`config.mk`:
```
export PLATFORM = sky130hd
export DESIGN_NAME = execute_stage_mc
export DESIGN_NICKNAME = d
export VERILOG_FILES = /design/src/rtl/execute_stage_mc.sv
export SDC_FILE = /design/constraint.sdc
export NUM_CORES = 1
export LEC_CHECK = 0
export CAP_MARGIN = 30
export CORE_UTILIZATION = 43
export DETAILED_ROUTE_END_ITERATION = 12
export HOLD_SLACK_MARGIN = 0.1
export PLACE_DENSITY = 0.66
export SYNTH_ARGS = -nofsm -noshare
export SYNTH_HDL_FRONTEND = slang
export SYNTH_SLANG_ARGS = --single-unit
```
`constraint.sdc`:
```
create_clock -name clk -period 5.6 [get_ports clk]
set_input_delay 0.56 -clock clk [delete_from_list [all_inputs] [get_ports clk]]
set_output_delay 0.56 -clock clk [all_outputs]
set_load 0.05 [all_outputs]
```
`src/rtl/execute_stage_mc.sv`:
```
// Parametrised integer execute stage: N-source bypass, load-use interlock, iterative
// multiply (and divide when EXEC_DIV_EN is defined), synchronous flush.
module execute_stage_mc #(
    parameter int XLEN       = 32,
    parameter int NUM_BYPASS = 2,
    parameter int REG_W      = 5
) (
    input  logic                        clk,
    input  logic                        rst_n,
    input  logic                        flush,
    input  logic                        in_valid,
    output logic                        in_stall,
    input  logic [3:0]                  in_op,
    input  logic [REG_W-1:0]            in_rs1,
    input  logic [REG_W-1:0]            in_rs2,
    input  logic [REG_W-1:0]            in_rd,
    input  logic [XLEN-1:0]             in_rs1_val,
    input  logic [XLEN-1:0]             in_rs2_val,
    input  logic [XLEN-1:0]             in_imm,
    input  logic                        in_imm_valid,
    input  logic                        in_is_ld,
    input  logic [NUM_BYPASS-1:0]       byp_valid,
    input  logic [NUM_BYPASS*REG_W-1:0] byp_reg,
    input  logic [NUM_BYPASS*XLEN-1:0]  byp_val,
    output logic                        out_valid,
    output logic [REG_W-1:0]            out_rd,
    output logic [XLEN-1:0]             out_val,
    output logic [XLEN-1:0]             out_rs2_val,
    output logic                        out_is_ld,
    output logic                        out_illegal
);
    localparam int SH_W  = $clog2(XLEN);
    localparam int CNT_W = $clog2(XLEN + 1);

    typedef enum logic {IDLE, BUSY} state_t;
    typedef enum logic [3:0] {
        OP_ADD = 4'd0, OP_SUB, OP_AND, OP_OR, OP_XOR, OP_SLL, OP_SRL, OP_SRA,
        OP_MUL, OP_MULHU, OP_DIVU, OP_REMU
    } op_t;

    state_t            state, state_next;
    logic [XLEN-1:0]   s1, s2, rs2_fwd, alu_val;
    logic [SH_W-1:0]   shamt;
    logic              is_mc, illegal, hazard, accept;
    logic [CNT_W-1:0]  cnt;
    logic [2*XLEN-1:0] acc, mc_next;
    logic [XLEN-1:0]   opnd, mc_rs2, mul_addend;
    logic [XLEN:0]     mul_sum;
    logic [REG_W-1:0]  mc_rd;
    logic              mc_hi;
`ifdef EXEC_DIV_EN
    logic              mc_div, div_ge;
    logic [XLEN:0]     div_shift;
    logic [XLEN-1:0]   div_diff;
`endif

    // Out stage beats every bypass entry; lower bypass index beats higher.
    function automatic logic [XLEN-1:0] resolve(input logic [REG_W-1:0] idx,
                                                input logic [XLEN-1:0]  rf_val);
        logic [XLEN-1:0] val;
        logic            hit;
        val = rf_val;
        hit = 1'b0;
        if (idx == '0) begin
            val = '0;
            hit = 1'b1;
        end else if (out_valid && !out_is_ld && out_rd == idx) begin
            val = out_val;
            hit = 1'b1;
        end
        for (int unsigned i = 0; i < NUM_BYPASS; i++) begin
            if (!hit && byp_valid[i] && byp_reg[i*REG_W +: REG_W] == idx) begin
                val = byp_val[i*XLEN +: XLEN];
                hit = 1'b1;
            end
        end
        return val;
    endfunction

    always_comb begin
        s1      = resolve(in_rs1, in_rs1_val);
        rs2_fwd = resolve(in_rs2, in_rs2_val);
        s2      = in_imm_valid ? in_imm : rs2_fwd;
        shamt   = s2[SH_W-1:0];
    end

    always_comb begin
        alu_val = '0;
        is_mc   = 1'b0;
        illegal = 1'b0;
        case (in_op)
            OP_ADD:           alu_val = s1 + s2;
            OP_SUB:           alu_val = s1 - s2;
            OP_AND:           alu_val = s1 & s2;
            OP_OR:            alu_val = s1 | s2;
            OP_XOR:           alu_val = s1 ^ s2;
            OP_SLL:           alu_val = s1 << shamt;
            OP_SRL:           alu_val = s1 >> shamt;
            OP_SRA:           alu_val = $unsigned($signed(s1) >>> shamt);
            OP_MUL, OP_MULHU: is_mc = 1'b1;
`ifdef EXEC_DIV_EN
            OP_DIVU, OP_REMU: is_mc = 1'b1;
`endif
            default:          illegal = 1'b1;
        endcase
        if (in_is_ld && !illegal) alu_val = s1 + s2;
    end

    // rs2 only counts toward the hazard when it actually feeds s2.
    assign hazard = (state == IDLE) && in_valid && out_valid && out_is_ld && (out_rd != '0) &&
                    ((out_rd == in_rs1) || (!in_imm_valid && out_rd == in_rs2));
    assign accept = (state == IDLE) && in_valid && !flush && !hazard;

    always_ff @(posedge clk or negedge rst_n) begin
        if (!rst_n) state <= IDLE;
        else        state <= state_next;
    end

    always_comb begin
        state_next = state;
        in_stall   = 1'b0;
        if (flush) begin
            state_next = IDLE;
        end else begin
            case (state)
                IDLE: begin
                    in_stall = hazard;
                    if (accept && is_mc) state_next = BUSY;
                end
                BUSY: begin
                    in_stall = 1'b1;
                    if (cnt == '0) state_next = IDLE;
                end
                default: state_next = IDLE;
            endcase
        end
    end

    // acc holds {hi, multiplier} for multiply and {remainder, dividend/quotient} for divide.
    always_comb begin
        mul_addend = acc[0] ? opnd : '0;
        mul_sum    = {1'b0, acc[2*XLEN-1:XLEN]} + {1'b0, mul_addend};
        mc_next    = {mul_sum, acc[XLEN-1:1]};
`ifdef EXEC_DIV_EN
        div_shift = {acc[2*XLEN-1:XLEN], acc[XLEN-1]};
        div_ge    = div_shift >= {1'b0, opnd};
        div_diff  = div_shift[XLEN-1:0] - opnd;
        if (mc_div)
            mc_next = {(div_ge ? div_diff : div_shift[XLEN-1:0]), acc[XLEN-2:0], div_ge};
`endif
    end

    always_ff @(posedge clk or negedge rst_n) begin
        if (!rst_n) begin
            out_valid   <= 1'b0;
            out_illegal <= 1'b0;
            out_is_ld   <= 1'b0;
            out_rd      <= '0;
            out_val     <= '0;
            out_rs2_val <= '0;
            cnt         <= '0;
            acc         <= '0;
            opnd        <= '0;
            mc_rs2      <= '0;
            mc_rd       <= '0;
            mc_hi       <= 1'b0;
`ifdef EXEC_DIV_EN
            mc_div      <= 1'b0;
`endif
        end else if (flush) begin
            out_valid   <= 1'b0;
            out_illegal <= 1'b0;
            out_is_ld   <= 1'b0;
            cnt         <= '0;
        end else if (state == BUSY) begin
            if (cnt == '0) begin
                out_valid   <= 1'b1;
                out_illegal <= 1'b0;
                out_is_ld   <= 1'b0;
                out_rd      <= mc_rd;
                out_val     <= mc_hi ? acc[2*XLEN-1:XLEN] : acc[XLEN-1:0];
                out_rs2_val <= mc_rs2;
            end else begin
                acc <= mc_next;
                cnt <= cnt - 1'b1;
            end
        end else if (accept && !is_mc) begin
            out_valid   <= 1'b1;
            out_illegal <= illegal;
            out_is_ld   <= in_is_ld;
            out_rd      <= in_rd;
            out_val     <= alu_val;
            out_rs2_val <= rs2_fwd;
        end else begin
            out_valid   <= 1'b0;
            out_illegal <= 1'b0;
            out_is_ld   <= 1'b0;
            if (accept) begin
                cnt    <= CNT_W'(XLEN);
                mc_rd  <= in_rd;
                mc_rs2 <= rs2_fwd;
                mc_hi  <= in_op[0];
`ifdef EXEC_DIV_EN
                mc_div <= in_op[1];
                acc    <= in_op[1] ? {{XLEN{1'b0}}, s1} : {{XLEN{1'b0}}, s2};
                opnd   <= in_op[1] ? s2 : s1;
`else
                acc    <= {{XLEN{1'b0}}, s2};
                opnd   <= s1;
`endif
            end
        end
    end
endmodule

```
Yosys cells after proc, flatten, opt, wreduce, memory -nomap -nowiden
Cells that the tools add are included.

Bits in registers: 213. ROM bits: 0. Bits in latches: 0. Memories kept: 0. Logic and storage cells: 149. Memory bits (writable): 0. Bits of input ports: 197.

Div/mod/pow operators: 0. Muxes and demuxes: 56. Reduce and logical (&&, ||, !) cells: 46. Magnitude comparators: 0. Shifts and indexed selects: 3. Bitwise logic cells: 6. Eq/ne operators: 21. Add/sub/neg operators: 4. $mul: 0.

Operators with widths (number): $mux W32 (18); $mux W64 (4); $pmux W32 S8 (1); $add A32 B32 Y33 (1); $add A32 B32 Y32 (1); $and A32 B32 Y32 (1); $or A32 B32 Y32 (1); $shl A32 B5 Y32 (1); $shr A32 B5 Y32 (1); $sshr A32 B5 Y32 (1); $sub A32 B32 Y32 (1); $xor A32 B32 Y32 (1); $eq A5 B5 Y1 (6); $mux W6 (5); $mux W1 (23); $logic_and A1 B1 Y1 (22); $eq A4 B3 Y1 const B (4); $mux W5 (3); $logic_not A5 Y1 (2); $reduce_or A10 Y1 (1); $logic_not A1 Y1 (9); $eq A4 B2 Y1 const B (2); $eq A4 B4 Y1 const B (2); $reduce_and A4 Y1 (2); 16 further kinds (23).

Depth between registers and ports, before layout
Word-level depth: 19. Depth in mapped cells: 25. Mapped depth without buffers: 22.

Worst setup path before layout
OpenSTA, ideal clock, no wires.

Path kind: register to register. Start: register out_is_ld. End: register out_val[25]. Stages on the path, launching flop included: 25. Buffers on the path: 3. Data arrival time: 6.019 ns. Setup time: 0.120 ns. Slack: -0.538 ns. Data required time: 5.480 ns. Path through: dfrtp_1 > nand2b_1 > nor3_1 > and2_1 > buf_2 > nor3_1 > clkbuf_1 > nand2_1 > o311ai_0 > o21ai_0 > o21ai_0 > ha_1 > buf_2 > and4_1 > a31o_2 > a311o_1 > o31a_1 > a31oi_1 > o311a_1 > o21bai_1 > o21ai_0 > or3_1 > a221o_1 > a311o_1 > and3_1.

Word-level cells in the longest chain between the ends: 19.

RTL lines: from (decl) (RTL line 29) `output logic out_is_ld,`; from (signal assigned) (RTL line 190) `out_is_ld <= in_is_ld;`; $logic_not A1 Y1 (RTL line 67) `end else if (out_valid && !out_is_ld && out_rd == idx) begin`; $logic_and A1 B1 Y1 (2 in a row) (RTL line 67); $mux W1 (RTL line 67); $mux W1 (RTL line 64) `if (idx == '0) begin`; $logic_not A1 Y1 (RTL line 72) `if (!hit && byp_valid[i] && byp_reg[i*REG_W +: REG_W] == idx) begin`; $logic_and A1 B1 Y1 (2 in a row) (RTL line 72); $mux W1 (RTL line 72); $logic_not A1 Y1 (RTL line 72); $logic_and A1 B1 Y1 (2 in a row) (RTL line 72); $mux W32 (RTL line 72); $mux W32 (RTL line 83) `s2 = in_imm_valid ? in_imm : rs2_fwd;`; $sub A32 B32 Y32, or another cell as far along (RTL line 93) `OP_SUB: alu_val = s1 - s2;`; $pmux W32 S8 (RTL line 91) `case (in_op)`; $mux W32 (RTL line 106) `if (in_is_ld && !illegal) alu_val = s1 + s2;`; $mux W32 (RTL line 187) `end else if (accept && !is_mc) begin`; $mux W32 (RTL line 175) `end else if (state == BUSY) begin`; to (signal assigned) (RTL line 181) `out_val <= mc_hi ? acc[2*XLEN-1:XLEN] : acc[XLEN-1:0];`; to (signal assigned) (RTL line 192) `out_val <= alu_val;`; to (decl) (RTL line 27) `output logic [XLEN-1:0] out_val,`.

Several ways; a longest one is shown, not always the timed one. The select of a mux whose other input is x is not followed. A chain may end at the register's enable or synchronous reset.

Worst setup path in the final report
Start: input byp_reg[5]. End: register out_val[25].

Word-level cells in the longest chain between the ends: 9.

RTL lines: from (decl) (RTL line 23) `input logic [NUM_BYPASS*REG_W-1:0] byp_reg,`; $eq A5 B5 Y1 (RTL line 72); $logic_and A1 B1 Y1 (RTL line 72); $mux W32 (RTL line 72); $mux W32 (RTL line 83); $sub A32 B32 Y32, or another cell as far along (RTL line 93); $pmux W32 S8 (RTL line 91); $mux W32 (*) (RTL line 106); $mux W32 (*) (RTL line 187); $mux W32 (*) (RTL line 175).

Mark *: on every way between the ends. The rest lies on a longest branch, timed or not. The select of a mux whose other input is x is not followed.

==> flow_summary_export.csv <==
group,metric,value,unit
run_status,status,"completed",
clock_network,cts_sinks,213,
pwr,peakVddDrop,0.222,mV
pwr,p_sw,3.78,mW
setup_path,critical_path_class,"in -> reg",
cells_and_area,fill_cells,4542,
synthesis,syn-cell-area,22900,µm²
synthesis,syn_avg_cell_area,7.54,µm²
die,die_h,233,µm
die,core,52600,µm²
cells_and_area,fin_nets,4150,
routing,ant_nets,0,
clock_network,cts-buffers-inserted,26,
routing,routed_wl,143,mm
die,rows,84,
placement,placed_area,30900,µm²
placement,dpl.hpwl,113,mm
synthesis,syn_nets,3375,
placement,gp_congestion,1.16,
die,die_x,233,µm
setup_path,crit_path_end,"out_val[25]",
die,die_area,54200,µm²
setup_path,ff2ff_path_depth,23,
cells_and_area,fin_area,32600,µm²
pwr,pwr-share-comb,0.534,
routing,dr.pass1.iters,7,
pwr,clkPwrFrac,0.208,
routing,drc,0,
synthesis,synth_compound_gate_area_share,0.298,
global_route,grt_pass1_wl,198,mm
synthesis,synth_warnings,0,
clock_network,cts_tree,"built",
synthesis,yosys.area_share.adder,0.0786,
global_route,grt_pass1_vias,28300,
synthesis,synth-edff-count,0,
clock_network,clockBufferDepth,3,
synthesis,synthSimpleGateAreaFrac,0.193,
sta,post-route-min-period,5510,ps
pwr,leakagePower,15.2,nW
cells_and_area,layout-drive-gt1-share,0.242,
sta,skew,38.3,ps
setup_path,r2r_start,"out_is_ld",
synthesis,netlist_instances,3036,
synthesis,synth_cell_types,90,
clock_network,clock_latency,610,ps
placement,place.port_buffers,269,
sta,hold_violations,0,
sta,max-slew-margin-rel,0.226,
die,boundaryPins,270,
flow_run,maxCapViolCount,0,
sta,drv_slew,0,
setup_path,r2r_end,"out_val[25]",
global_route,grt_usage,0.510,
synthesis,async_flop_share,1.00,
setup_path,cp_max_fo,6,
pwr,powerDensity,255,nW/µm²
setup_path,cp-startpoint,"byp_reg[5]",
pwr,swShare,0.455,
routing,wl_per_cell,31.7,µm
clock_network,root_buffer,"clkbuf_16",
synthesis,ys_seq_area_frac,0.233,
cells_and_area,syn2layout_area_growth,42.5,%
setup_path,cp.required,6100,ps
pwr,seqPwrFrac,0.257,
cells_and_area,final_cell_mix,"681 x buf_4, 349 x nand2_1, 264 x o21ai_0",
hold_path,hold_class,"in -> async",
clock_network,cts_max_level,1,
pwr,internal-power,4.53,mW
synthesis,synth_xor_area_frac,0.0432,
synthesis,synthMuxAreaShare,0.0953,
sta,tightest_slew,1160,ps
setup_path,cp.arrival,6010,ps
global_route,gr-total-overflow,0,
setup_path,reg2reg_setup_slack,140,ps
sta,fin_crit_sh,0.983,
pwr,power,8.31,mW
global_route,antenna_found_initial,8,
sta,fmax,182,MHz
setup_path,setup.worst_path.end_class,"flop",
routing,vias,30000,
routing,via_per_inst,6.64,
synthesis,synth_top_family_by_area,"compound AO/OA/AOI/OAI gates",
synthesis,synth_ff_type,"dfrtp_1",
clock_network,path_clk_slew,60,ps
routing,first_iter_violations,4356,
clock_network,hold_buffers,0,
die,initial_core_util,0.436,
synthesis,yosys_register_bits,213,
sta,setup-violations-final,0,
cells_and_area,layout_commonest_cell,"buf_4",
global_route,grt_max_degree,116,
setup_path,start_kind,"input port",
==> sequential cells by signal (all words and copies together), names as in the netlist, 5 cells and up <==
name,count
mc_rs2,32
out_val,32
out_rd,5
cnt,6
mc_rd,5
opnd,32
acc,64
out_rs2_val,32
==> logic make-up after synthesis <==
group | after synthesis
DFF | 213
xor gates and xnor gates | 113
and+or+nand+nor | 971
buffers and inverters | 339
muxes | 212
AOI/OAI and AO/OA | 1046
adders and majority gates | 142
==> timing repair <==
action,in CTS,in global routing
gates cloned,0,4
pin swaps,12,39
setup endpoints to repair,13,20
gates resized for setup,39,136
buffers inserted,5,20
==> worst min-delay path by stage <==
stage / slack [ps] / to / startpoint / cells after the start
floorplan: 260 / acc[0] / rst_n / 0
global placement: 460 / opnd[29] / opnd[29] / 2
detailed placement: 460 / opnd[7] / opnd[7] / 2
CTS: 150 / out_val[13] / rst_n / 1
global route: 180 / acc[42] / rst_n / 1
finish: 70 / acc[42] / rst_n / 1
==> metal layers <==
| metal | up-vias | track usage | wire length, µm |
|---|---|---|---|
| li1 | 12700 | - | - |
| met1 | 14200 | 0.615 | 51000 |
| met2 | 2454 | 0.746 | 58200 |
| met3 | 684 | 0.171 | 19700 |
| met4 | 8 | 0.391 | 14000 |
| met5 | - | 0 | 236 |
==> power groups by stage <==
stage | combinational [mW] | sequential, mW | clock [mW]
after floorplan | 1.71 | 2.38 | 0
after global placement | 4.07 | 2.12 | 0
after detailed placement | 4.12 | 2.13 | 0
after CTS | 4.18 | 2.11 | 1.71
after global routing | 4.59 | 2.15 | 1.77
final | 4.44 | 2.14 | 1.73
==> cells in the mapped netlist (12+ instances only) <==
| cell type | number | area [µm²] |
|---|---|---|
| a2111oi_0 | 12 | 105 |
| a211oi_1 | 32 | 240 |
| a21o_1 | 34 | 255 |
| a21oi_1 | 264 | 1320 |
| a221oi_1 | 24 | 210 |
| a22oi_1 | 20 | 150 |
| a31oi_1 | 36 | 225 |
| and2_1 | 52 | 325 |
| and3_1 | 44 | 275 |
| buf_1 | 36 | 135 |
| buf_2 | 29 | 145 |
| clkbuf_1 | 163 | 612 |
| dfrtp_1 | 213 | 5330 |
| ha_1 | 139 | 1740 |
| inv_1 | 99 | 372 |
| mux2_2 | 24 | 270 |
| mux2i_1 | 185 | 1850 |
| nand2_1 | 350 | 1310 |
| nand2b_1 | 26 | 163 |
| nand3_1 | 88 | 440 |
| nand4_1 | 16 | 100 |
| nor2_1 | 255 | 957 |
| nor2b_1 | 16 | 100 |
| nor3_1 | 70 | 350 |
| o2111ai_1 | 13 | 114 |
| o211ai_1 | 40 | 300 |
| o21a_1 | 15 | 113 |
| o21ai_0 | 304 | 1520 |
| o21bai_1 | 18 | 135 |
| o221ai_1 | 50 | 438 |
| o22ai_1 | 13 | 81.3 |
| o311ai_0 | 27 | 236 |
| o31ai_1 | 21 | 158 |
| xnor2_1 | 82 | 718 |
| xor2_1 | 31 | 272 |
==> final cells by class <==
cell class	instances	area [µm²]	area share
Clock buffer	33	707	0.0217
Inverter	107	402	0.0123
Antenna cell	6	15.0	0.000460
Multi-Input combinational cell	2484	16900	0.517
Clock inverter	13	120	0.00368
Sequential cell	213	5340	0.164
Tap cell	688	861	0.0264
Timing Repair Buffer	979	8310	0.255
==> worst max-delay path, cell delays in order <==
cell and delay [ps]:
clkdlybuf4s50_1 460, buf_4 160, xnor2_1 240, and4_2 320, nand4_1 150, buf_6 170, buf_12 140, buf_4 150
o21ai_1 190, o21ai_1 100, buf_4 170, ha_1 310, and4_4 200, a31o_2 240, a311o_1 350, o31a_1 340
a31oi_4 200, o311a_4 210, o21bai_2 130, o21ai_1 100, or3_4 390, a221o_1 300, a311o_1 270, and3_1 160
==> stage by stage <==
stage / TNS (ps) / setup slack [ps] / instances / utilization / hold WS, ps
4_1_cts: 0 / 0.485 / 4492 / 0.607 / 148
5_1_grt: -73.5 / -60.3 / 4520 / 0.621 / 179
2_1_floorplan: 0 / 12.0 / 3036 / - / 264
3_3_place_gp: -13550 / -1020 / 4440 / 0.588 / 456
3_5_place_dp: -14780 / -1080 / 4441 / 0.588 / 464
6_report: 0 / 93.8 / 4523 / 0.621 / 65.1
Note: power is estimated with default switching activity, not from simulation.
